[config.mk]
export PLATFORM = sky130hd
export DESIGN_NAME = cache_fill_fsm
export DESIGN_NICKNAME = d
export VERILOG_FILES = /design/src/rtl/cache_pkg.sv /design/src/rtl/fill_counter.sv /design/src/rtl/cache_fill_fsm.sv
export SDC_FILE = /design/constraint.sdc
export NUM_CORES = 1
export LEC_CHECK = 0
export ABC_CLOCK_PERIOD_IN_PS = 1100
export BUFFER_PORTS_ARGS = -buffer_cell sky130_fd_sc_hd__buf_2
export CAP_MARGIN = 10
export CORE_UTILIZATION = 37
export CTS_CLUSTER_DIAMETER = 60
export DETAILED_ROUTE_END_ITERATION = 12
export GPL_TIMING_DRIVEN = 0
export PLACE_DENSITY = 0.73
export SLEW_MARGIN = 20
export SYNTH_ARGS = -nofsm -noshare
export SYNTH_HDL_FRONTEND = slang
export SYNTH_SLANG_ARGS = --single-unit
export TNS_END_PERCENT = 1
[constraint.sdc]
create_clock -name clk -period 1.1 [get_ports clk]
set_input_delay 0.055 -clock clk [delete_from_list [all_inputs] [get_ports clk]]
set_output_delay 0.055 -clock clk [all_outputs]
set_load 0.05 [all_outputs]
[src/rtl/cache_pkg.sv]
// cache_pkg: shared FSM state encoding and block geometry for the cache fill path
package cache_pkg;
  typedef enum logic [1:0] {IDLE = 2'b00, FILL = 2'b01, TAG_WR = 2'b10} state_e;
  localparam int WORDS_PER_BLOCK = 8;
  localparam int BLOCK_OFFSET_BITS = 4;
  localparam int WORD_BYTES = 2;
  localparam int ADDR_W = 16;
  localparam int DATA_W = 16;
  localparam int CNT_W = $clog2(WORDS_PER_BLOCK);
endpackage

[src/rtl/fill_counter.sv]
// fill_counter: block word counter with sticky done flag, enable and synchronous clear
module fill_counter
  import cache_pkg::*;
(
  input  logic             clk,
  input  logic             rst,
  input  logic             clr,
  input  logic             en,
  output logic [CNT_W-1:0] cnt,
  output logic             done
);
  logic [CNT_W:0] cnt_q, cnt_d;
  always_comb cnt_d = clr ? '0 : (en && !cnt_q[CNT_W]) ? cnt_q + 1'b1 : cnt_q;
  always_ff @(posedge clk) cnt_q <= rst ? '0 : cnt_d;
  assign cnt  = cnt_q[CNT_W-1:0];
  assign done = cnt_q[CNT_W];
endmodule

[src/rtl/cache_fill_fsm.sv]
// cache_fill_fsm: cache miss block-fill FSM; CACHE_FILL_PERF_EN adds saturating miss/stall counters
module cache_fill_fsm
  import cache_pkg::*;
(
  input  logic              clk,
  input  logic              rst,
  input  logic              miss_detected,
  input  logic [ADDR_W-1:0] miss_address,
  input  logic              memory_data_valid,
  input  logic [DATA_W-1:0] memory_data,
  output logic              fsm_busy,
  output logic              mem_read_en,
  output logic [ADDR_W-1:0] memory_address,
  output logic              write_data_array,
  output logic              write_tag_array,
  output logic [CNT_W-1:0]  word_num,
`ifdef CACHE_FILL_PERF_EN
  output logic [15:0]       perf_miss_count,
  output logic [15:0]       perf_stall_cycles,
`endif
  output logic [DATA_W-1:0] fill_data
);
  localparam logic [ADDR_W-1:0] BASE_MASK = {{(ADDR_W-BLOCK_OFFSET_BITS){1'b1}}, {BLOCK_OFFSET_BITS{1'b0}}};
  state_e state_q, state_d;
  logic [ADDR_W-1:0] base_q, base_d;
  logic [CNT_W-1:0] req_cnt, rcv_cnt;
  logic req_done, rcv_done, in_idle, in_fill, accept, last_word;
  fill_counter u_req (.clk(clk), .rst(rst), .clr(in_idle), .en(mem_read_en), .cnt(req_cnt), .done(req_done));
  fill_counter u_rcv (.clk(clk), .rst(rst), .clr(in_idle), .en(write_data_array), .cnt(rcv_cnt), .done(rcv_done));
  always_comb begin
    in_idle          = state_q == IDLE;
    in_fill          = state_q == FILL;
    accept           = in_idle && miss_detected;
    mem_read_en      = in_fill && !req_done;
    write_data_array = in_fill && memory_data_valid && !rcv_done;
    last_word        = write_data_array && rcv_cnt == CNT_W'(WORDS_PER_BLOCK - 1);
    write_tag_array  = state_q == TAG_WR;
    fsm_busy         = !in_idle;
    memory_address   = mem_read_en ? base_q | ADDR_W'({req_cnt, {$clog2(WORD_BYTES){1'b0}}}) : '0;
    word_num         = write_data_array ? rcv_cnt : '0;
    fill_data        = memory_data;
    base_d           = accept ? miss_address & BASE_MASK : base_q;
    state_d          = in_idle ? (miss_detected ? FILL : IDLE) : in_fill ? (last_word ? TAG_WR : FILL) : IDLE;
  end
  always_ff @(posedge clk) begin
    if (rst) begin
      state_q <= IDLE;
      base_q  <= '0;
    end else begin
      state_q <= state_d;
      base_q  <= base_d;
    end
  end
`ifdef CACHE_FILL_PERF_EN
  logic [15:0] perf_miss_q, perf_stall_q;
  always_ff @(posedge clk) begin
    if (rst) begin
      perf_miss_q  <= '0;
      perf_stall_q <= '0;
    end else begin
      if (accept && !(&perf_miss_q)) perf_miss_q <= perf_miss_q + 1'b1;
      if (fsm_busy && !(&perf_stall_q)) perf_stall_q <= perf_stall_q + 1'b1;
    end
  end
  assign perf_miss_count   = perf_miss_q;
  assign perf_stall_cycles = perf_stall_q;
`endif
endmodule

-- Word-level counts from Yosys, hierarchy flattened
Cells that the tools add are included.
- muxes and demuxes: 6
- equal/unequal tests: 3
- bitwise gates (word level): 1
- $add $sub $neg: 2
- reductions and logical operators: 12
- operator list (kind ; count):
    16-bit 2-to-1 mux ; 1
    16-bit by 4-bit bitwise OR with 16-bit output ; 1
    4-bit by 1-bit adder with 4-bit output, second input constant ; 2
    1-bit logical AND ; 7
    2-bit 2-to-1 mux ; 3
    3-bit equality test, second input constant ; 1
    1-bit logical NOT ; 3
    3-bit 2-to-1 mux ; 1
    2-bit by 1-bit equality test with 1-bit output, second input constant ; 1
    2-bit equality test, second input constant ; 1
    2-bit logical NOT ; 1
    2-bit OR reduction ; 1
    1-bit 2-to-1 mux ; 1
- logic and storage cells: 28
- output and inout bits: 39
- bits in registers: 22
- bits of input ports: 36

-- Logic depth before layout (Yosys ltp)
- depth after elaboration: 7
- gate-level depth with buffers: 4
- mapped depth without buffers: 4

-- Cells and area by module
Synthesis repeated with hierarchy kept, for this count alone.
- cell total of the unflattened synthesis: 131
- area total of the unflattened synthesis: 1153.6 µm²
- by module, submodules not included (module ; cells an instance ; area an instance (µm²) ; sequential area each (µm²) ; times used):
    cache_fill_fsm ; 101 ; 803.3 ; 280.3 ; 1
    fill_counter ; 15 ; 175.2 ; 80.1 ; 2

-- Least setup slack after synthesis
Ideal clock, no wire load.
- kind: flip-flop to output port
- start: reg state_q[0]
- end: out memory_address[14]
- stages on the path, launching flop included: 4
- setup slack: -0.456 ns
- data required time: 1.045 ns
- arrival: 1.501 ns
- path buffers: 1
- cells stage by stage: dfxtp_1 > nor3b_4 > buf_4 > and2_1
- word-level cells in the longest chain between the ends: 3
- ends and longest elaborated chain (item ; RTL line ; text):
    from (decl) ; cache_fill_fsm.sv:24 ; state_e state_q, state_d;
    from (signal assigned) ; cache_fill_fsm.sv:50 ; state_q <= state_d;
    2-bit by 1-bit equality test with 1-bit output ; cache_fill_fsm.sv:32 ; in_fill = state_q == FILL;
    1-bit logical AND ; cache_fill_fsm.sv:34 ; mem_read_en = in_fill && !req_done;
    named net mem_read_en ; cache_fill_fsm.sv:12 ; output logic mem_read_en,
    16-bit 2-to-1 mux ; cache_fill_fsm.sv:39 ; memory_address = mem_read_en ? base_q | ADDR_W'({req_cnt, {$clog2(WORD_BYTES){1'b0}}}) : '0;
    to (decl) ; cache_fill_fsm.sv:13 ; output logic [ADDR_W-1:0] memory_address,
The timed path passes the listed nets, and every way through them passes these cells.

-- Worst setup path in the final report
- start: reg state_q[1]
- end: out word_num[1]
- word-level cells in the longest chain between the ends: 4
- ends and longest elaborated chain (item ; RTL line ; text):
    2-bit by 1-bit equality test with 1-bit output ; cache_fill_fsm.sv:32 ;
    1-bit logical AND (2 in series) ; cache_fill_fsm.sv:35 ; write_data_array = in_fill && memory_data_valid && !rcv_done;
    3-bit 2-to-1 mux ; cache_fill_fsm.sv:40 ; word_num = write_data_array ? rcv_cnt : '0;
    to (decl) ; cache_fill_fsm.sv:16 ; output logic [CNT_W-1:0] word_num,
No other way between the ends.

==> summary.md <==
| Metric | Value |
|---|---|
| Area added between synthesis and finish | `70.4%` |
| Pre-CTS setup slack | `-370 ps` |
| Register bit total from synthesis | `22` |
| Setup-failing EPs final | `44` |
| Core area | `2850 um2` |
| First-pass GRT wire length | `around 4.6 mm` |
| # port buffers | `53` |
| Die H | `57.6 um` |
| Worst-path fanout max | `8` |
| Vias in the first global route | `1063` |
| Nets | `about 240` |
| Gate count after technology mapping | `roughly 120` |
| Final worst-path cycle share | `1.36` |
| Max-slew violations | `0` |
| Ratio of cells with drive above 1 in the final layout | `0.592` |
| Initial antenna violation count | `0` |
| Hold Vio Cnt, Final | `0` |
| Status | `finished with violations` |
| Synthesized cell area | `1140 um2` |
| Via count | `approximately 1100` |
| Vias per inst | `4.73` |
| Gp weighted congestion | `0.703` |
| Final core utilization | `0.684` |
| Clock latency on the worst-skew pair | `310 ps` |
| Placed Cells | `~200` |
| Site row count | `19` |
| Clock transition at the registers of the reported paths | `130 ps` |
| Starting density of the core | `0.401` |
| Fmax | `668 MHz` |
| Static Leak | `0.932 nW` |
| Violated checks | `design-rule violations, negative setup slack` |
| GR Overflow Total | `0` |
| Ant. Diodes | `0` |
| Max Cap Viol | `0` |
| Fin worst setup slack | `-398 ps` |
| Critical Path Max Stage Delay | `390 ps` |
| CTS buffer count | `3` |
| Min-Delay Path Class | `in -> reg` |
| Final clock skew | `roughly 9.1 ps` |
| Worst Hold Path Cells | `3` |
| Total wire length | `2.87 mm` |
| GR Util All Layers | `0.179` |
| Crit path capture type | `primary output` |
| Seq/Total Area, Yosys | `0.385` |
| DP HPWL | `around 1.8 mm` |
| Post-route ant nets | `0` |
| Worst Path Required | `1040 ps` |
| Most common cell after layout, fill and taps aside | `buf_2` |
| Startpoint types | `flop` |
| Slowest cell on crit path | `dfxtp_4` |
| Crit Path Category | `reg -> out` |
| Syn Area/Cell | `around 10 um2` |
| H-Tree Level Count | `1` |
| I/O pins | `75` |
| Synthesis Warnings | `0` |
| Clk sinks | `22` |
| P per Cell Area | `between 1000 and 1500 nW/um2` |
| Die area | `3320 um2` |
| RSZ-0062 raised after global routing | `true` |
| Clock buffer depth | `2` |
| Post-synth cell types | `22` |
| DRC | `5` |
| Crit path DAT | `1440 ps` |
| Pin count of the biggest net entering global routing | `14` |
| Routed len/inst | `12.7 um` |
| Leading cell types in the layout, fill and taps excluded | `33 x buf_2, 27 x buf_4, 19 x nor2_1` |
| CTS tree | `done` |
| Min cycle time layout | `1500 ps` |
| DIE WIDTH | `57.6 um` |
| Worst reg2reg path depth | `5` |
| Syn Nets | `approximately 160` |
| Pre-antenna DRT Iters | `8` |
| Maximum VDD drop | `510 uV` |
| DRT iter0 DRCs | `26` |
| Worst-path cell chain | `nor4bb_4 -> buf_6 -> and2_4 -> buf_8` |
| Worst hold slack | `55.7 ps` |
| CTS Root Cell | `clkbuf_4` |
| Setup TNS | `-11410 ps` |
| Cell Count, Final, Fillers Out | `227` |
-- report_power, final --
part           leakage (nW)  internal (mW)  switching (mW)
Sequential            0.182          0.825          0.0200
Clock                0.0261          0.277           0.263
Combinational         0.724          0.255           0.323
-- stage by stage --
| step | instance area [um2] | total power [mW] |
|---|---|---|
| 2_1_floorplan | 1180 | 1.24 |
| 5_1_grt | 1950 | 2.05 |
| 4_1_cts | 1930 | 1.96 |
| 3_5_place_dp | 1480 | 1.33 |
| 6_report | 1950 | 1.96 |
| 3_3_place_gp | 1480 | 1.32 |
-- cell usage after synthesis, drive strengths merged --
library cell | count | area, um2
and4bb | 1 | 12.5
xnor2 | 3 | 26.3
and2b | 1 | 8.76
conb | 1 | 3.75
a2111oi | 1 | 15.0
clkbuf | 1 | 3.75
dfxtp | 22 | 440
or2 | 1 | 6.26
a41oi | 2 | 17.5
nand2b | 1 | 6.26
nor4bb | 1 | 10.0
nor3b | 2 | 37.5
ha | 3 | 37.5
and2 | 18 | 116
nor2 | 22 | 90.1
mux2i | 15 | 150
nand2 | 1 | 3.75
buf | 21 | 159
-- sequential cells by signal, indices dropped and copies added, names as in the netlist --
name         flops
base_q          12
u_rcv.cnt_q      4
u_req.cnt_q      4
state_q          2
-- worst paths after layout --
kind,startpoint,endpoint,slack (ps)
setup / recovery,state_q[1]$_SDFF_PP0_,word_num[1],-400
hold / removal,miss_detected,state_q[0]$_SDFF_PP0_,60
setup reg to reg,state_q[0]$_SDFF_PP0_,base_q[7]$_SDFFE_PP0P_,-320
hold reg to reg,base_q[11]$_SDFFE_PP0P_,base_q[11]$_SDFFE_PP0P_,510
-- worst max-delay path, delay by kind of cell (launching register included) --
family	cells	cell delay, ps
buffers and inverters	2	310
and+or+nand+nor	2	440
DFF	1	390
-- repair_timing --
action,in CTS,in global routing
pin swaps,8,2
resized for setup,57,7
buffers inserted,9,0
hold buffers,13,0
hold endpoints to repair,14,0
setup endpoints to repair,42,44
-- layout make-up --
cell class | count | area [um2]
multi-input cells | 73 | 604
plain buffers | 22 | 180
flip-flops and latches | 22 | 450
fillers | 214 | 902
repair buffers | 75 | 629
clock buffers | 4 | 47.5
well taps | 31 | 38.8
-- logic make-up after synthesis --
kind of cell    share of synthesized area
compound gates                     0.0284
xor+xnor                           0.0230
fa+ha+maj                          0.0328
simple gates                        0.255
buf+inv                             0.142
other cells                       0.00328
mux                                 0.131
flops                               0.385
-- layer usage --
| layer | vias to the layer above | global-route usage | share of wire |
|---|---|---|---|
| li1 | 525 | - | - |
| met1 | 492 | 0.194 | 0.38 |
| met2 | 53 | 0.349 | 0.54 |
| met3 | 4 | 0.0246 | 0.063 |
| met4 | 0 | 0.0627 | 0.017 |
| met5 | - | 0 | 0 |
Note: power is estimated with default switching activity, not from simulation.
